### config.mk
export PLATFORM = sky130hd
export DESIGN_NAME = regfile_wb_arbiter
export DESIGN_NICKNAME = d
export VERILOG_FILES = /design/src/rtl/regfile_wb_arbiter.sv
export SDC_FILE = /design/constraint.sdc
export NUM_CORES = 1
export LEC_CHECK = 0
export ABC_AREA = 1
export BUFFER_PORTS_ARGS = -buffer_cell sky130_fd_sc_hd__buf_2
export CORE_MARGIN = 4
export CORE_UTILIZATION = 47
export DETAILED_ROUTE_END_ITERATION = 16
export PLACE_DENSITY = 0.76
export REMOVE_ABC_BUFFERS = 1
export SYNTH_ARGS = -nofsm -noshare
export SYNTH_HDL_FRONTEND = slang
export SYNTH_SLANG_ARGS = --single-unit
### constraint.sdc
create_clock -name clk -period 1.5 [get_ports clk]
set_input_delay 0.3 -clock clk [delete_from_list [all_inputs] [get_ports clk]]
set_output_delay 0.3 -clock clk [all_outputs]
set_load 0.005 [all_outputs]
### src/rtl/regfile_wb_arbiter.sv
// Write-back arbiter for the register file's single write port: three one-deep
// producer slots (mem, alu, link) drained round-robin into registered rf_* outputs.
module regfile_wb_arbiter #(
   parameter int DISCARD_R0 = 0
) (
   input  logic        clk,
   input  logic        rst_n,
   input  logic        mem_valid,
   output logic        mem_ready,
   input  logic [4:0]  mem_dest,
   input  logic [31:0] mem_data,
   input  logic        alu_valid,
   output logic        alu_ready,
   input  logic [4:0]  alu_dest,
   input  logic [31:0] alu_data,
   input  logic        lnk_valid,
   output logic        lnk_ready,
   input  logic [4:0]  lnk_dest,
   input  logic [31:0] lnk_data,
   output logic        rf_write_enable,
   output logic [4:0]  rf_dest,
   output logic [31:0] rf_alu_data,
   output logic [31:0] rf_mem_data,
   output logic [31:0] rf_pc_addr,
   output logic        rf_mem_sel,
   output logic        rf_pc_sel,
   output logic        busy
);

   logic [2:0]  in_valid;
   logic [4:0]  in_dest [3];
   logic [31:0] in_data [3];

   logic [2:0]  slot_full;
   logic [4:0]  slot_dest [3];
   logic [31:0] slot_data [3];
   logic [2:0]  slot_ready;
   logic [2:0]  grant;
   logic [1:0]  grant_idx;
   logic        any_grant;
   logic [1:0]  last_reg;

   logic        we_reg;
   logic [4:0]  dest_reg,  dest_next;
   logic [31:0] alu_reg,   alu_next;
   logic [31:0] mem_reg,   mem_next;
   logic [31:0] pc_reg,    pc_next;
   logic        msel_reg;
   logic        psel_reg;

   assign in_valid   = {lnk_valid, alu_valid, mem_valid};
   assign in_dest[0] = mem_dest;
   assign in_dest[1] = alu_dest;
   assign in_dest[2] = lnk_dest;
   assign in_data[0] = mem_data;
   assign in_data[1] = alu_data;
   assign in_data[2] = lnk_data;

   // ready depends only on slot state and the pointer, so valid never loops back into it
   genvar gi;
   generate
      for (gi = 0; gi < 3; gi++) begin : gen_slot
         logic        full_reg;
         logic [4:0]  sdest_reg;
         logic [31:0] sdata_reg;
         logic        accept;
         logic        keep;

         assign slot_ready[gi] = !full_reg || grant[gi];
         assign accept         = in_valid[gi] && slot_ready[gi];
         assign keep           = !((DISCARD_R0 != 0) && (in_dest[gi] == 5'd0));

         always_ff @(posedge clk or negedge rst_n) begin
            if (!rst_n) begin
               full_reg  <= 1'b0;
               sdest_reg <= '0;
               sdata_reg <= '0;
            end else if (accept) begin
               full_reg  <= keep;
               sdest_reg <= in_dest[gi];
               sdata_reg <= in_data[gi];
            end else if (grant[gi]) begin
               full_reg  <= 1'b0;
            end
         end

         assign slot_full[gi] = full_reg;
         assign slot_dest[gi] = sdest_reg;
         assign slot_data[gi] = sdata_reg;
      end
   endgenerate

   assign mem_ready = slot_ready[0];
   assign alu_ready = slot_ready[1];
   assign lnk_ready = slot_ready[2];

   // Scan starts just after the last granted source
   always_comb begin
      grant     = '0;
      grant_idx = last_reg;
      case (last_reg)
         2'd0: begin
            if      (slot_full[1]) begin grant[1] = 1'b1; grant_idx = 2'd1; end
            else if (slot_full[2]) begin grant[2] = 1'b1; grant_idx = 2'd2; end
            else if (slot_full[0]) begin grant[0] = 1'b1; grant_idx = 2'd0; end
         end
         2'd1: begin
            if      (slot_full[2]) begin grant[2] = 1'b1; grant_idx = 2'd2; end
            else if (slot_full[0]) begin grant[0] = 1'b1; grant_idx = 2'd0; end
            else if (slot_full[1]) begin grant[1] = 1'b1; grant_idx = 2'd1; end
         end
         default: begin
            if      (slot_full[0]) begin grant[0] = 1'b1; grant_idx = 2'd0; end
            else if (slot_full[1]) begin grant[1] = 1'b1; grant_idx = 2'd1; end
            else if (slot_full[2]) begin grant[2] = 1'b1; grant_idx = 2'd2; end
         end
      endcase
   end

   assign any_grant = |grant;

   always_comb begin
      dest_next = '0;
      alu_next  = '0;
      mem_next  = '0;
      pc_next   = '0;
      if (grant[0]) begin
         dest_next = slot_dest[0];
         mem_next  = slot_data[0];
      end
      if (grant[1]) begin
         dest_next = slot_dest[1];
         alu_next  = slot_data[1];
      end
      if (grant[2]) begin
         dest_next = slot_dest[2];
         pc_next   = slot_data[2];
      end
   end

   always_ff @(posedge clk or negedge rst_n) begin
      if (!rst_n) begin
         last_reg <= 2'd2;
         we_reg   <= 1'b0;
         dest_reg <= '0;
         alu_reg  <= '0;
         mem_reg  <= '0;
         pc_reg   <= '0;
         msel_reg <= 1'b0;
         psel_reg <= 1'b0;
      end else begin
         if (any_grant) last_reg <= grant_idx;
         we_reg   <= any_grant;
         dest_reg <= dest_next;
         alu_reg  <= alu_next;
         mem_reg  <= mem_next;
         pc_reg   <= pc_next;
         msel_reg <= grant[0];
         psel_reg <= grant[2];
      end
   end

   assign rf_write_enable = we_reg;
   assign rf_dest         = dest_reg;
   assign rf_alu_data     = alu_reg;
   assign rf_mem_data     = mem_reg;
   assign rf_pc_addr      = pc_reg;
   assign rf_mem_sel      = msel_reg;
   assign rf_pc_sel       = psel_reg;
   assign busy            = (|slot_full) || we_reg;

endmodule

# After elaboration in Yosys (flattened, before gate mapping)
# Cells that the tools add are included.
[word_totals]
word_cells = 68
reg_bits = 220
in_bits = 116
[classes]
reduce_logical = 18
n_mux = 32
n_eq_ne = 1
[ops]
columns = ["op", "count"]
rows = [
  ["$mux 32", 3],
  ["$mux 2", 11],
  ["$mux 5", 3],
  ["$mux 1", 13],
  ["$pmux 3 s2", 1],
  ["$reduce_bool 2->1", 3],
  ["$reduce_or 3->1", 2],
  ["$logic_or 1x1->1", 4],
  ["$pmux 2 s2", 1],
  ["$logic_and 1x1->1", 3],
  ["$logic_not 1->1", 3],
  ["$reduce_bool 3->1", 1],
  ["$eq 2x1->1 const B", 1],
  ["$logic_not 2->1", 1],
  ["$reduce_and 2->1", 1],
]

# Longest topological paths before layout
[depth]
ltp_word = 7
mapped_depth = 10
ltp_nobuf = 8

# Worst setup path after synthesis
# No wires, ideal clock.
[synth_timing]
path_kind = "reg2reg"
start = "reg last_reg[1]"
end = "reg gen_slot[0].sdest_reg[0]"
required_ns = 1.383
path_slack_ns = 0.045
arrival_time_ns = 1.338
stages_incl_launch_ff = 10
setup_ns = 0.117
path_cell_list = "dfstp_2 -> nor2_2 -> nor2_1 -> nand2_2 -> nand2_2 -> nand2_1 -> buf_4 -> buf_4 -> nand2_1 -> nand2_1"
[synth_via]
elab_chain_cells = 4
word_cells_on_any_way = 5
classes_between = "eq/ne: 1; mux: 1; reduce/logical: 3"
[synth_rtl]
columns = ["item", "line", "rtl"]
rows = [
  ["start: declaration", "41", "logic [1:0] last_reg;"],
  ["start signal: assignment", "152", "if (any_grant) last_reg <= grant_idx;"],
  ["$eq 2x1->1 or $logic_not 2->1 (tied branches)", "101", "case (last_reg)"],
  ["$pmux 3 s2 *", "101", ""],
  ["$logic_or 1x1->1 *", "69", "assign slot_ready[gi] = !full_reg || grant[gi];"],
  ["$logic_and 1x1->1 *", "70", "assign accept = in_valid[gi] && slot_ready[gi];"],
  ["end signal: assignment", "80", "sdest_reg <= in_dest[gi];"],
  ["end: declaration", "64", "logic [4:0] sdest_reg;"],
]
# Every way passes the cells marked *; elsewhere a longest branch is shown, timed or not.
# A chain may end at the register's enable or synchronous reset.

# Final worst setup path
[layout_timing]
start = "reg last_reg[1]"
end = "out lnk_ready"
[layout_via]
elab_chain_cells = 3
word_cells_on_any_way = 4
classes_between = "eq/ne: 1; mux: 1; reduce/logical: 2"
[layout_rtl]
columns = ["item", "line", "rtl"]
rows = [
  ["$eq 2x1->1 or $logic_not 2->1 (tied branches)", "101", ""],
  ["$pmux 3 s2 *", "101", ""],
  ["$logic_or 1x1->1 *", "69", ""],
  ["end: declaration", "17", "output logic lnk_ready,"],
]
# Marks and branches as above.

==> summary by stage <==
Status
The run finished, with violations left. The final reports fail on setup timing.

Layout
The combined flip-flop and latch cell area is 5510 sq um. After filler insertion, the fill cell instance count of the layout stands at 1344. Of the cells placed in the final design, the portion with a size suffix greater than 1 is just over 30%.

Cells fill about two thirds of the core in the end. The net count reported at finish is 1219. In the final layout, the multi-input gates occupy around 2000 sq um.

The area added between synthesis and finish is 34.4%. The register with the most flip-flops in the layout has between 90 and 100 of them.

Pwr
IR analysis of the VDD net gives a maximum drop of 1.36 mV. The power per cell area is roughly 2300 nW/um^2. Summed over all cells, the static leakage comes to approximately 0.0063 uW.

CTS
The number of buffers added by the clock tree synthesis step is 23. The clock tree from TritonCTS is done. The clock transition at the registers of the reported paths is ~0.06 ns. Clock tree synthesis found a total of between 200 and 250 sinks. The maximum count of clock buffers along a single path is 3. In this run the number of H-tree levels came out at 1. The clock root buffer is sky130_fd_sc_hd__clkbuf_16. For the worst-skew pair, the clock arrives at the later sink with an insertion delay of around 0.50 ns.

Worst setup path
For this run, the slowest stage of the critical path takes around 0.59 ns. The launching element type of the critical path is a flip-flop. In this run the worst path has a maximum fanout of 5. For the worst setup path, the data arrival time is ~1.6 ns.

The kind of capture point of the worst setup path is an output port. The dominant delay contributor by cell family on the critical path is flip-flops. The signal on the critical path passes through nor2_2 > o21ai_2 > nand3_2 > buf_12 > buf_2. The setup path with the least slack is of type flip-flop to output port.

For this design, the slowest cell found on the critical path is sky130_fd_sc_hd__dfstp_2. The critical path contains buffers and inverters numbering 2 combined. STA puts the critical path data required time at roughly 1.2 ns.

Synth
The netlist area before placement is approximately 8100 sq um. The number of library cell types mapped by synthesis is 18. The number of synthesized register bits is 220. The count of flip-flops with a built-in enable after synthesis is 0.

In the synthesized netlist, the cells that appear most often are 247 x sky130_fd_sc_hd__nand2_1, 219 x sky130_fd_sc_hd__dfrtp_1, 122 x sky130_fd_sc_hd__nand3_1. After synthesis, flip-flops and latches occupy approximately two thirds of the total area. By area the synthesized netlist is led by sky130_fd_sc_hd__dfrtp_1 68%, sky130_fd_sc_hd__nand2_1 11%, sky130_fd_sc_hd__nand3_1 7.5%.

For this run, the number of Yosys warnings is 0. The share of Yosys cell area claimed by the top area cell type is about two thirds. The largest total area in the synthesized netlist belongs to sky130_fd_sc_hd__dfrtp_1. The per-instance average area after synthesis is 9.57 sq um. The proportion of register bits with asynchronous set or reset after synthesis is 100%. Yosys instantiated no cell more often than sky130_fd_sc_hd__nand2_1. Synthesis handed over a netlist of between 800 and 900 instances. The most used flip-flop cell after synthesis is sky130_fd_sc_hd__dfrtp_1.

Floorplan
In this run the core area contains 47 standard-cell rows. The starting density of the core is roughly 48%. The I/O pin count is between 200 and 250. The total area inside the core boundary comes to ~17000 sq um.

The die height is 139 um. The die boundary width is between 100 and 150 um. The area of the die is between 15000 and 20000 sq um.

Routing
After detailed routing, no signal wire sits above met5. The count of nets left with antenna violations once routing finished came out at 0. The routed length on met1 is 8.32 mm. Dividing the detail-routed wire length by the instance count gives 15.2 um.

Summed over all nets, wire length on met3 after detailed routing comes to between 1 and 1.5 mm. The post-detailed-route DRC marker count is 0. For this block, the via count after detailed routing is between 6000 and 7000. For this block, the routed nets add up to about 20 mm of wire. Using the TritonRoute via totals, the vias-per-cell ratio works out to between 4 and 5. The pre-antenna-repair detailed-routing pass consisted of 5 iterations. The initial DRC count is 310. The detailed-routed wire length on met2 is slightly above 10 mm.

Global routing
The via count of the first global-routing pass came to roughly 6400. The global-route congestion overflow total is 0. The first global-routing pass estimated ~33 mm of wire.

The maximum number of pins on one net before global-route repair is 49. The global-route total usage across every layer is 20.6%. The initial antenna violation count was 3.

STA
Setup repair after global routing could not meet its margin everywhere. On the final layout, the worst clock skew is roughly 0.014 ns. For this run, the top clock speed supported by timing is 519 MHz.

For the pin with the worst max-slew slack, the measured transition is 0.411 ns. For the finished layout, the period the worst path requires is about 1.9 ns. After routing, the total negative slack on setup checks comes to -6.94 ns. The total count of max-transition violations in the final report is 0. In the post-route analysis, the smallest setup slack over all paths is -0.426 ns. Setup violations remaining at the end of the flow were counted as between 90 and 100. The final hold violation count was 0. The fraction of the cycle the final worst path needs is 128%.

Measured against its own limit, the worst slew margin works out to between 70% and 80%.

Place
Detailed placement ended at an HPWL of 13.1 mm. Routability-driven placement finished with a final weighted congestion of 0.803. The total of buffers placed on input and output ports is between 200 and 250.

Worst hold path
The min-delay analysis places its worst path in the category input port to flip-flop.

Flow run
The tool flagged a number of max-cap violations equal to 0.
[per-stage QoR]
stage	cell area [sq um]	power (uW)	std cells	hold slack, ns	setup WS, ns
after floorplan	7870	13600	801	0.00441	-1.31
after global placement	9650	17200	1278	0.229	-0.0991
after detailed placement	9650	17500	1278	0.224	-0.164
after CTS	10700	24000	1331	0.0121	-0.445
after global routing	10900	26200	1340	0.0213	-0.510
final	10900	24500	1340	0.0361	-0.426
[cells in the final DEF (no fill, tap or decap), types with 6 or more instances in the layout]
cell type                   instances
sky130_fd_sc_hd__buf_6             13
sky130_fd_sc_hd__nand2_1          241
sky130_fd_sc_hd__clkbuf_16         25
sky130_fd_sc_hd__buf_12            11
sky130_fd_sc_hd__buf_4             23
sky130_fd_sc_hd__nand3_1          122
sky130_fd_sc_hd__dfrtp_1          217
sky130_fd_sc_hd__nor2_1            93
sky130_fd_sc_hd__clkbuf_8          10
sky130_fd_sc_hd__nor2_2             6
sky130_fd_sc_hd__buf_2            220
sky130_fd_sc_hd__inv_1             97
[worst reg2reg max path, delay by kind of cell (launching register included)]
kind / cells / cell delay [ns]
simple gates: 5 / 0.49
flops: 1 / 0.59
buf+inv: 3 / 0.41
[final timing paths]
check                                     startpoint                         to  slack [ns]  depth (start not counted)
setup / recovery                         last_reg[1]                  lnk_ready       -0.43                          5
hold / removal                          lnk_data[15]  gen_slot[2].sdata_reg[15]        0.04                          3
setup reg to reg                         last_reg[1]  gen_slot[1].sdata_reg[11]       -0.12                          8
hold reg to reg            gen_slot[0].sdata_reg[17]  gen_slot[0].sdata_reg[17]        0.47                          2
max in group asynchronous                      rst_n       gen_slot[0].full_reg        0.60                          3
min in group asynchronous                      rst_n   gen_slot[2].sdata_reg[7]        0.30                          2
[timing repair]
action	4_1_cts	5_1_grt
gates resized for setup	22	26
endpoints found under the hold margin	36	0
hold buffers	1	0
setup endpoints to repair	77	122
setup buffers	6	6
gates cloned	5	2
pin swaps	5	3
[final cells by class]
class / count / area share, %
tap: 220 / 2.53
sequential: 220 / 50.6
clock buffer: 36 / 6.66
antenna: 1 / 0.0230
inverter: 104 / 3.86
multi-input combinational: 477 / 18.8
timing repair buffer: 277 / 17.2
clock inverter: 5 / 0.253
[where the power goes]
part | total, uW | switching (uW) | internal, uW
registers | 9850 | 1220 | 8630
clock network | 5520 | 2220 | 3300
logic | 9140 | 5040 | 4100
[routing by layer]
layer / vias up / GRT usage [%]
met3: 43 / 5.04
li1: 3077 / -
met5: - / 0
met2: 222 / 34.6
met1: 3053 / 27.1
met4: 4 / 5.56
[logic make-up after synthesis]
logic type / share of synthesized area [%]
simple gates: 24.1
flops: 68.0
buf+inv: 7.62
compound gates: 0.278
Note: power is estimated with default switching activity, not from simulation.
